### src/rtl/store_buffer_pkg.sv
// Shared defaults and the buffered-store record for the store buffer.
// The entry record fixes the address/data widths, so AW/DW overrides must match these.
package store_buffer_pkg;

    localparam int unsigned SB_DEPTH = 4;
    localparam int unsigned SB_AW    = 7;
    localparam int unsigned SB_DW    = 32;

    typedef struct packed {
        logic [SB_AW-1:0] addr;
        logic [SB_DW-1:0] data;
    } sb_entry_t;

endpackage

### src/rtl/store_buffer_if.sv
// Execute-stage / data-memory signal bundle of the store buffer.
// The master modport is the execute stage and memory; the slave modport is the buffer.
interface store_buffer_if #(
    parameter int unsigned DEPTH = store_buffer_pkg::SB_DEPTH,
    parameter int unsigned AW    = store_buffer_pkg::SB_AW,
    parameter int unsigned DW    = store_buffer_pkg::SB_DW
) ();

    localparam int unsigned CW = $clog2(DEPTH) + 1;

    logic          st_valid;
    logic [AW-1:0] st_addr;
    logic [DW-1:0] st_data;
    logic          st_ready;
    logic          ld_valid;
    logic [AW-1:0] ld_addr;
    logic          ld_hit;
    logic [DW-1:0] ld_fwd_data;
    logic          ld_stall;
    logic [AW-1:0] dm_addr;
    logic          dm_wren;
    logic [DW-1:0] dm_din;
    logic          empty;
    logic [CW-1:0] count;

    modport master (
        output st_valid, st_addr, st_data, ld_valid, ld_addr,
        input  st_ready, ld_hit, ld_fwd_data, ld_stall, dm_addr, dm_wren, dm_din, empty, count
    );

    modport slave (
        input  st_valid, st_addr, st_data, ld_valid, ld_addr,
        output st_ready, ld_hit, ld_fwd_data, ld_stall, dm_addr, dm_wren, dm_din, empty, count
    );

endinterface

### src/rtl/store_buffer_match.sv
// Combinational youngest-match lookup over the occupied part of the store FIFO.
module store_buffer_match
    import store_buffer_pkg::*;
#(
    parameter int unsigned DEPTH = SB_DEPTH,
    parameter int unsigned AW    = SB_AW,
    parameter int unsigned DW    = SB_DW,
    localparam int unsigned PW   = $clog2(DEPTH),
    localparam int unsigned CW   = PW + 1
) (
    input  sb_entry_t        entries [DEPTH],
    input  logic [DEPTH-1:0] valid,
    input  logic [PW-1:0]    head,
    input  logic [CW-1:0]    count,
    input  logic [AW-1:0]    ld_addr,
    output logic             hit,
    output logic [DW-1:0]    data
);

    logic [PW-1:0] idx;

    // Walk oldest to youngest so a later match overrides an earlier one.
    always_comb begin
        hit  = 1'b0;
        data = '0;
        idx  = '0;
        for (int unsigned k = 0; k < DEPTH; k++) begin
            idx = head + PW'(k);
            if ((CW'(k) < count) && valid[idx] && (entries[idx].addr == ld_addr)) begin
                hit  = 1'b1;
                data = entries[idx].data;
            end
        end
    end

endmodule

### src/rtl/store_buffer.sv
// Store buffer: circular FIFO of pending stores sharing one data-memory port with loads,
// with youngest-entry store-to-load forwarding.
module store_buffer
    import store_buffer_pkg::*;
#(
    parameter int unsigned DEPTH = SB_DEPTH,
    parameter int unsigned AW    = SB_AW,
    parameter int unsigned DW    = SB_DW
) (
    input  logic          clk,
    input  logic          reset,
    store_buffer_if.slave bus
);

    localparam int unsigned PW = $clog2(DEPTH);
    localparam int unsigned CW = PW + 1;

    sb_entry_t        entries_q [DEPTH];
    logic [DEPTH-1:0] valid_q;
    logic [PW-1:0]    head_q;
    logic [PW-1:0]    tail_q;
    logic [CW-1:0]    count_q;

    logic          full;
    logic          load_win;
    logic          push;
    logic          drain;
    logic          match_hit;
    logic [DW-1:0] match_data;

    // A full buffer refuses pushes even while draining, so st_ready is purely registered.
    assign full     = (count_q == CW'(DEPTH));
    assign load_win = bus.ld_valid && !full;
    assign push     = bus.st_valid && !full;
    assign drain    = !load_win && (count_q != '0);

    always_ff @(posedge clk) begin
        if (reset) begin
            head_q  <= '0;
            tail_q  <= '0;
            count_q <= '0;
            valid_q <= '0;
        end else begin
            if (push) begin
                entries_q[tail_q] <= '{addr: bus.st_addr, data: bus.st_data};
                valid_q[tail_q]   <= 1'b1;
                tail_q            <= tail_q + 1'b1;
            end
            if (drain) begin
                valid_q[head_q] <= 1'b0;
                head_q          <= head_q + 1'b1;
            end
            unique case ({push, drain})
                2'b10:   count_q <= count_q + 1'b1;
                2'b01:   count_q <= count_q - 1'b1;
                default: count_q <= count_q;
            endcase
        end
    end

    store_buffer_match #(
        .DEPTH (DEPTH),
        .AW    (AW),
        .DW    (DW)
    ) u_match (
        .entries (entries_q),
        .valid   (valid_q),
        .head    (head_q),
        .count   (count_q),
        .ld_addr (bus.ld_addr),
        .hit     (match_hit),
        .data    (match_data)
    );

    always_comb begin
        bus.dm_addr = '0;
        bus.dm_din  = '0;
        bus.dm_wren = 1'b0;
        if (load_win) begin
            bus.dm_addr = bus.ld_addr;
        end else if (drain) begin
            bus.dm_addr = entries_q[head_q].addr;
            bus.dm_din  = entries_q[head_q].data;
            bus.dm_wren = 1'b1;
        end
    end

    assign bus.st_ready    = !full;
    assign bus.ld_stall    = full;
    assign bus.ld_hit      = bus.ld_valid && match_hit;
    assign bus.ld_fwd_data = bus.ld_hit ? match_data : '0;
    assign bus.empty       = (count_q == '0);
    assign bus.count       = count_q;

endmodule

### src/flat_wrapper.sv
// flat-port wrapper written by rule: the top's interface ports become plain ports
module store_buffer_flat import store_buffer_pkg::*;
#(
    parameter int unsigned DEPTH = SB_DEPTH,
    parameter int unsigned AW    = SB_AW,
    parameter int unsigned DW    = SB_DW
)
  (clk, reset, bus_st_valid, bus_st_addr, bus_st_data, bus_ld_valid, bus_ld_addr, bus_st_ready, bus_ld_hit, bus_ld_fwd_data, bus_ld_stall, bus_dm_addr, bus_dm_wren, bus_dm_din, bus_empty, bus_count);
  store_buffer_if #(.DEPTH(DEPTH), .AW(AW), .DW(DW)) bus_i ();
  input  logic clk;
  input  logic reset;
  input wire logic [$bits(bus_i.st_valid)-1:0] bus_st_valid;
  input wire logic [$bits(bus_i.st_addr)-1:0] bus_st_addr;
  input wire logic [$bits(bus_i.st_data)-1:0] bus_st_data;
  input wire logic [$bits(bus_i.ld_valid)-1:0] bus_ld_valid;
  input wire logic [$bits(bus_i.ld_addr)-1:0] bus_ld_addr;
  output wire logic [$bits(bus_i.st_ready)-1:0] bus_st_ready;
  output wire logic [$bits(bus_i.ld_hit)-1:0] bus_ld_hit;
  output wire logic [$bits(bus_i.ld_fwd_data)-1:0] bus_ld_fwd_data;
  output wire logic [$bits(bus_i.ld_stall)-1:0] bus_ld_stall;
  output wire logic [$bits(bus_i.dm_addr)-1:0] bus_dm_addr;
  output wire logic [$bits(bus_i.dm_wren)-1:0] bus_dm_wren;
  output wire logic [$bits(bus_i.dm_din)-1:0] bus_dm_din;
  output wire logic [$bits(bus_i.empty)-1:0] bus_empty;
  output wire logic [$bits(bus_i.count)-1:0] bus_count;
  assign bus_i.st_valid = bus_st_valid;
  assign bus_i.st_addr = bus_st_addr;
  assign bus_i.st_data = bus_st_data;
  assign bus_i.ld_valid = bus_ld_valid;
  assign bus_i.ld_addr = bus_ld_addr;
  assign bus_st_ready = bus_i.st_ready;
  assign bus_ld_hit = bus_i.ld_hit;
  assign bus_ld_fwd_data = bus_i.ld_fwd_data;
  assign bus_ld_stall = bus_i.ld_stall;
  assign bus_dm_addr = bus_i.dm_addr;
  assign bus_dm_wren = bus_i.dm_wren;
  assign bus_dm_din = bus_i.dm_din;
  assign bus_empty = bus_i.empty;
  assign bus_count = bus_i.count;
  store_buffer #(.DEPTH(DEPTH), .AW(AW), .DW(DW)) u_core (.clk(clk), .reset(reset), .bus(bus_i));
endmodule
### config.mk
export PLATFORM = sky130hd
export DESIGN_NAME = store_buffer_flat
export DESIGN_NICKNAME = d
export VERILOG_FILES = /design/src/rtl/store_buffer_pkg.sv /design/src/rtl/store_buffer_if.sv /design/src/rtl/store_buffer_match.sv /design/src/rtl/store_buffer.sv /design/src/flat_wrapper.sv
export SDC_FILE = /design/constraint.sdc
export NUM_CORES = 1
export LEC_CHECK = 0
export BUFFER_PORTS_ARGS = -buffer_cell sky130_fd_sc_hd__buf_2
export CORE_MARGIN = 2
export CORE_UTILIZATION = 45
export CTS_BUF_LIST = sky130_fd_sc_hd__clkbuf_16
export CTS_CLUSTER_SIZE = 30
export DETAILED_ROUTE_END_ITERATION = 10
export SLEW_MARGIN = 5
export SYNTH_ARGS = -nofsm -noshare
export SYNTH_HDL_FRONTEND = slang
export SYNTH_HIERARCHICAL = 1
export SYNTH_SLANG_ARGS = --single-unit
### constraint.sdc
create_clock -name clk -period 15.5 [get_ports clk]
set_clock_uncertainty 0.15 [all_clocks]
set_input_delay 3.1 -clock clk [delete_from_list [all_inputs] [get_ports clk]]
set_output_delay 3.1 -clock clk [all_outputs]
set_load 0.05 [all_outputs]
==> summary.md <==
| Metric | Value |
|---|---|
| Status | completed |
| DR pass1 iterations | 5 |
| Post-CTS Setup Inserts | 0 |
| Net Sw Frac | between 40% and 50% |
| Tmin final | 9.54 ns |
| H-tree levels | 4 |
| Core area | 0.0252 mm2 |
| Max incr delay on CP | ~0.70 ns |
| P_leak | 4.33 nW |
| Worst R2R Setup Slack | 12.03 ns |
| Post-Place Cells | 1266 |
| Pin count of the biggest net entering global routing | between 60 and 70 |
| Flops & latches, synth | 167 |
| Most used cell, CP | mux2i_1 |
| Total Power | 0.00205 W |
| Post-synth EDFFs | 156 |
| M2 GR Usage | a little over a third |
| Synth top area cells | edfxtp_1 40%, mux2i_1 22%, mux4_2 11%, o221a_2 5.3%, and3_1 3.5% |
| Worst setup path start | bus_ld_addr[5] |
| Worst r2r path cells | 10 |
| Final ANT Viol Nets | 0 |
| Hold buffer count at CTS | 0 |
| Maxcap violations | 0 |
| Pwr Density | ~160 mW/mm2 |
| Clock latency on the worst-skew pair | 0.42 ns |
| Critical Path Slowest Stage Cell | buf_4 |
| Dpl ws | roughly 6 ns |
| Slew Limit Fails | 0 |
| Critical path arrival | 6.29 ns |
| Overflow after GRT | 0 |
| CTS Sinks | roughly 170 |
| Yosys top cell area share | 40.5% |
| Synth unique cells | between 50 and 60 |
| Cell taking the most area after synthesis | edfxtp_1 |
| Total GRT Usage | 21.3% |
| Combinational Power Share | 51.6% |
| RSZ-0062 raised after global routing | false |
| Register area share after synthesis | between 40% and 50% |
| Die Span Y | 164 um |
| Port Buffer Count | 128 |
| Via density | 6.15 |
| Critical Path RT | 12.25 ns |
| Io pins | around 130 |
| Drt total wl | 28500 um |
| Vias in the first global route | 7716 |
| CP Buf/Inv Count | 4 |
| Crit Reg-Reg Endpoint | u_core/bus.count[2] |
| Wire per inst | 21.9 um |
| Clk slew on worst S/H paths | ~0.06 ns |
| Number of filler cells placed in the layout | 2225 |
| Headroom to the max-slew limit | 29.5% |
| Crit share post-route | between 60% and 70% |
| Most frequent cell after synthesis | mux2i_1 |
| Hold Crit Endpoint | u_core/tail_q[1] |
| Internal power | 0.00117 W |
| Total CTS buffers | 17 |
| Synthesized area | approximately 0.012 mm2 |
| Startpoint Class | input port |
| Dpl hpwl | between 15000 and 20000 um |
| Met1 GRT Util | 30.3% |
| Met3 Use GR | 2.78% |
| Reg2reg start | u_core/bus.count[1] |
| Gr busiest metal | met2 |
| Post-cts repair resize count | 0 |
| Worst Hold Path Cells | 2 |
| Hold wc startpoint | u_core/tail_q[1] |
| # nets final | 1015 |
| Synthesized Nets | 939 |
| Max Clk Rate | 0.105 GHz |
| Reg area | 0.00491 mm2 |
| Initial core utilization | 45.9% |
| Top_reg_cell synth | edfxtp_1 |
| Initial antenna violation count | 1 |
| Area growth syn-to-layout | 11.7% |
| Multi-input gate area | 0.00618 mm2 |
| Setup TNS | 0 ns |
| Gate Count Post-Synth | 879 |
| Root buffer cell | clkbuf_16 |
| Seq pwr share | 27.7% |
| Die ar. | 0.0270 mm2 |
| Stages on worst setup path | 12 |
| CTS max path bufs | 2 |
| Synth Warn # | 6 |
| Die width | between 150 and 200 um |
| Initial DRC count | about 470 |
| Clock power share | 20.6% |
| Crit Path Max Fanout | 40 |
| Share of cells above drive strength 1 | between 30% and 40% |
| Gpl congestion | approximately 0.76 |
| Setup ws final | a little under 6 ns |
| Worst Hold Class | reg2reg |
| DR vias | between 7000 and 8000 |
| First-pass GRT wire length | roughly 44000 um |
| Synthesized area per cell | 13.2 um2 |
| Final setup fails | 0 |
| CTS tree | done |
| Crit-path leading delay family | buffers and inverters |
| Crit Path Class | in2out |
| Most common library cells after synthesis | 253 x mux2i_1, 156 x edfxtp_1, 64 x and3_1, 56 x mux4_2, 54 x o221a_2 |
| Worst VDD drop | about 0.08 mV |
| Drt drc | 0 |
| Number of placement rows | 58 |
| Cell Chain, Critical Path | buf_2 -> nand2b_1 -> mux2i_1 -> o21ai_0 -> nor4_4 -> buf_4 -> buf_4 -> mux2i_1 -> mux2i_1 -> o22ai_1 -> and3_1 -> buf_2 |
| Fraction of registers with async set or reset after synthesis | 0% |
| Final Hold Vio Count | 0 |
| Crit end category | output port |
| Final cell count without fillers | 1299 |
| Switching pwr | a little under 0.0009 W |
| Worst Tran Pin Value | 1.06 ns |
registers in the layout, indices dropped and copies added (netlist names):
signal,count
u_core/entries_q,156
u_core/head_q,2
u_core/valid_q,4
u_core/tail_q,2
u_core/bus.count,3
per-layer routing:
layer,vias up,wire length [um]
met3,15,1140
met5,-,0
li1,3726,-
met1,4050,13300
met2,197,13800
met4,0,175
kinds of logic after synthesis:
family	after synthesis	share of synthesized area [%]
simple gates	119	6.22
buf+inv	101	4.45
flops	167	42.4
xor+xnor	26	1.97
fa+ha+maj	10	1.15
mux	313	33.2
compound gates	143	10.6
per-stage QoR:
stage,hold WS [ns],utilization (%),area (um2)
2_1_floorplan,0.334,-,11600
3_3_place_gp,0.359,49.0,12300
3_5_place_dp,0.360,49.0,12300
4_1_cts,0.369,51.3,12900
5_1_grt,0.394,51.3,12900
6_report,0.372,51.3,12900
worst min-delay path, stage by stage, from the launching register on:
cell,delay (ns)
dfxtp_1,0.33
o21ai_0,0.08
a21oi_1,0.06
final cells by class:
type,count,share of cell area [%]
Antenna cell,1,0.0194
Clock buffer,17,3.29
Clock inverter,15,1.26
Inverter,12,0.358
Multi-Input combinational cell,611,47.9
Sequential cell,167,38.0
Tap cell,330,3.20
Timing Repair Buffer,146,6.00
power groups by stage:
stage          combinational (W)  clock [W]  sequential [W]
5_1_grt                  0.00114   0.000450        0.000575
2_1_floorplan           0.000865          0        0.000566
3_3_place_gp             0.00105          0        0.000578
6_report                 0.00106   0.000424        0.000569
3_5_place_dp             0.00106          0        0.000579
4_1_cts                  0.00106   0.000431        0.000570
worst max-delay path by stage:
stage	endpoint	slack [ns]
CTS	bus_ld_fwd_data[28]	6.00
floorplan	bus_ld_fwd_data[13]	6.88
finish	bus_ld_fwd_data[23]	5.96
global route	bus_ld_fwd_data[16]	5.77
detailed placement	bus_ld_fwd_data[28]	6.02
global placement	bus_ld_fwd_data[28]	6.07
cells in the final DEF (no fill, tap or decap), drive strengths merged, types with 4 or more instances in the layout:
master    netlist  final
mux4           56     56
clkinv          1      4
a31oi           6      6
o21ai          15     15
edfxtp        156    156
clkinvlp        0      6
dfxtp          11     11
buf            55    146
nand2b          6      6
a211oi          6      6
o22ai          31     31
nand2          10     10
mux2            4      4
xor2            4      4
a21oi           8      8
nor2            7      7
nor3b           4      4
o221a          62     62
ha              9      9
clkbuf         34     17
mux2i         253    253
inv            11     14
a22o            7      7
xnor2          22     22
and3           64     64
nand3           6      6
No activity file was read; power rests on OpenSTA's default activity.
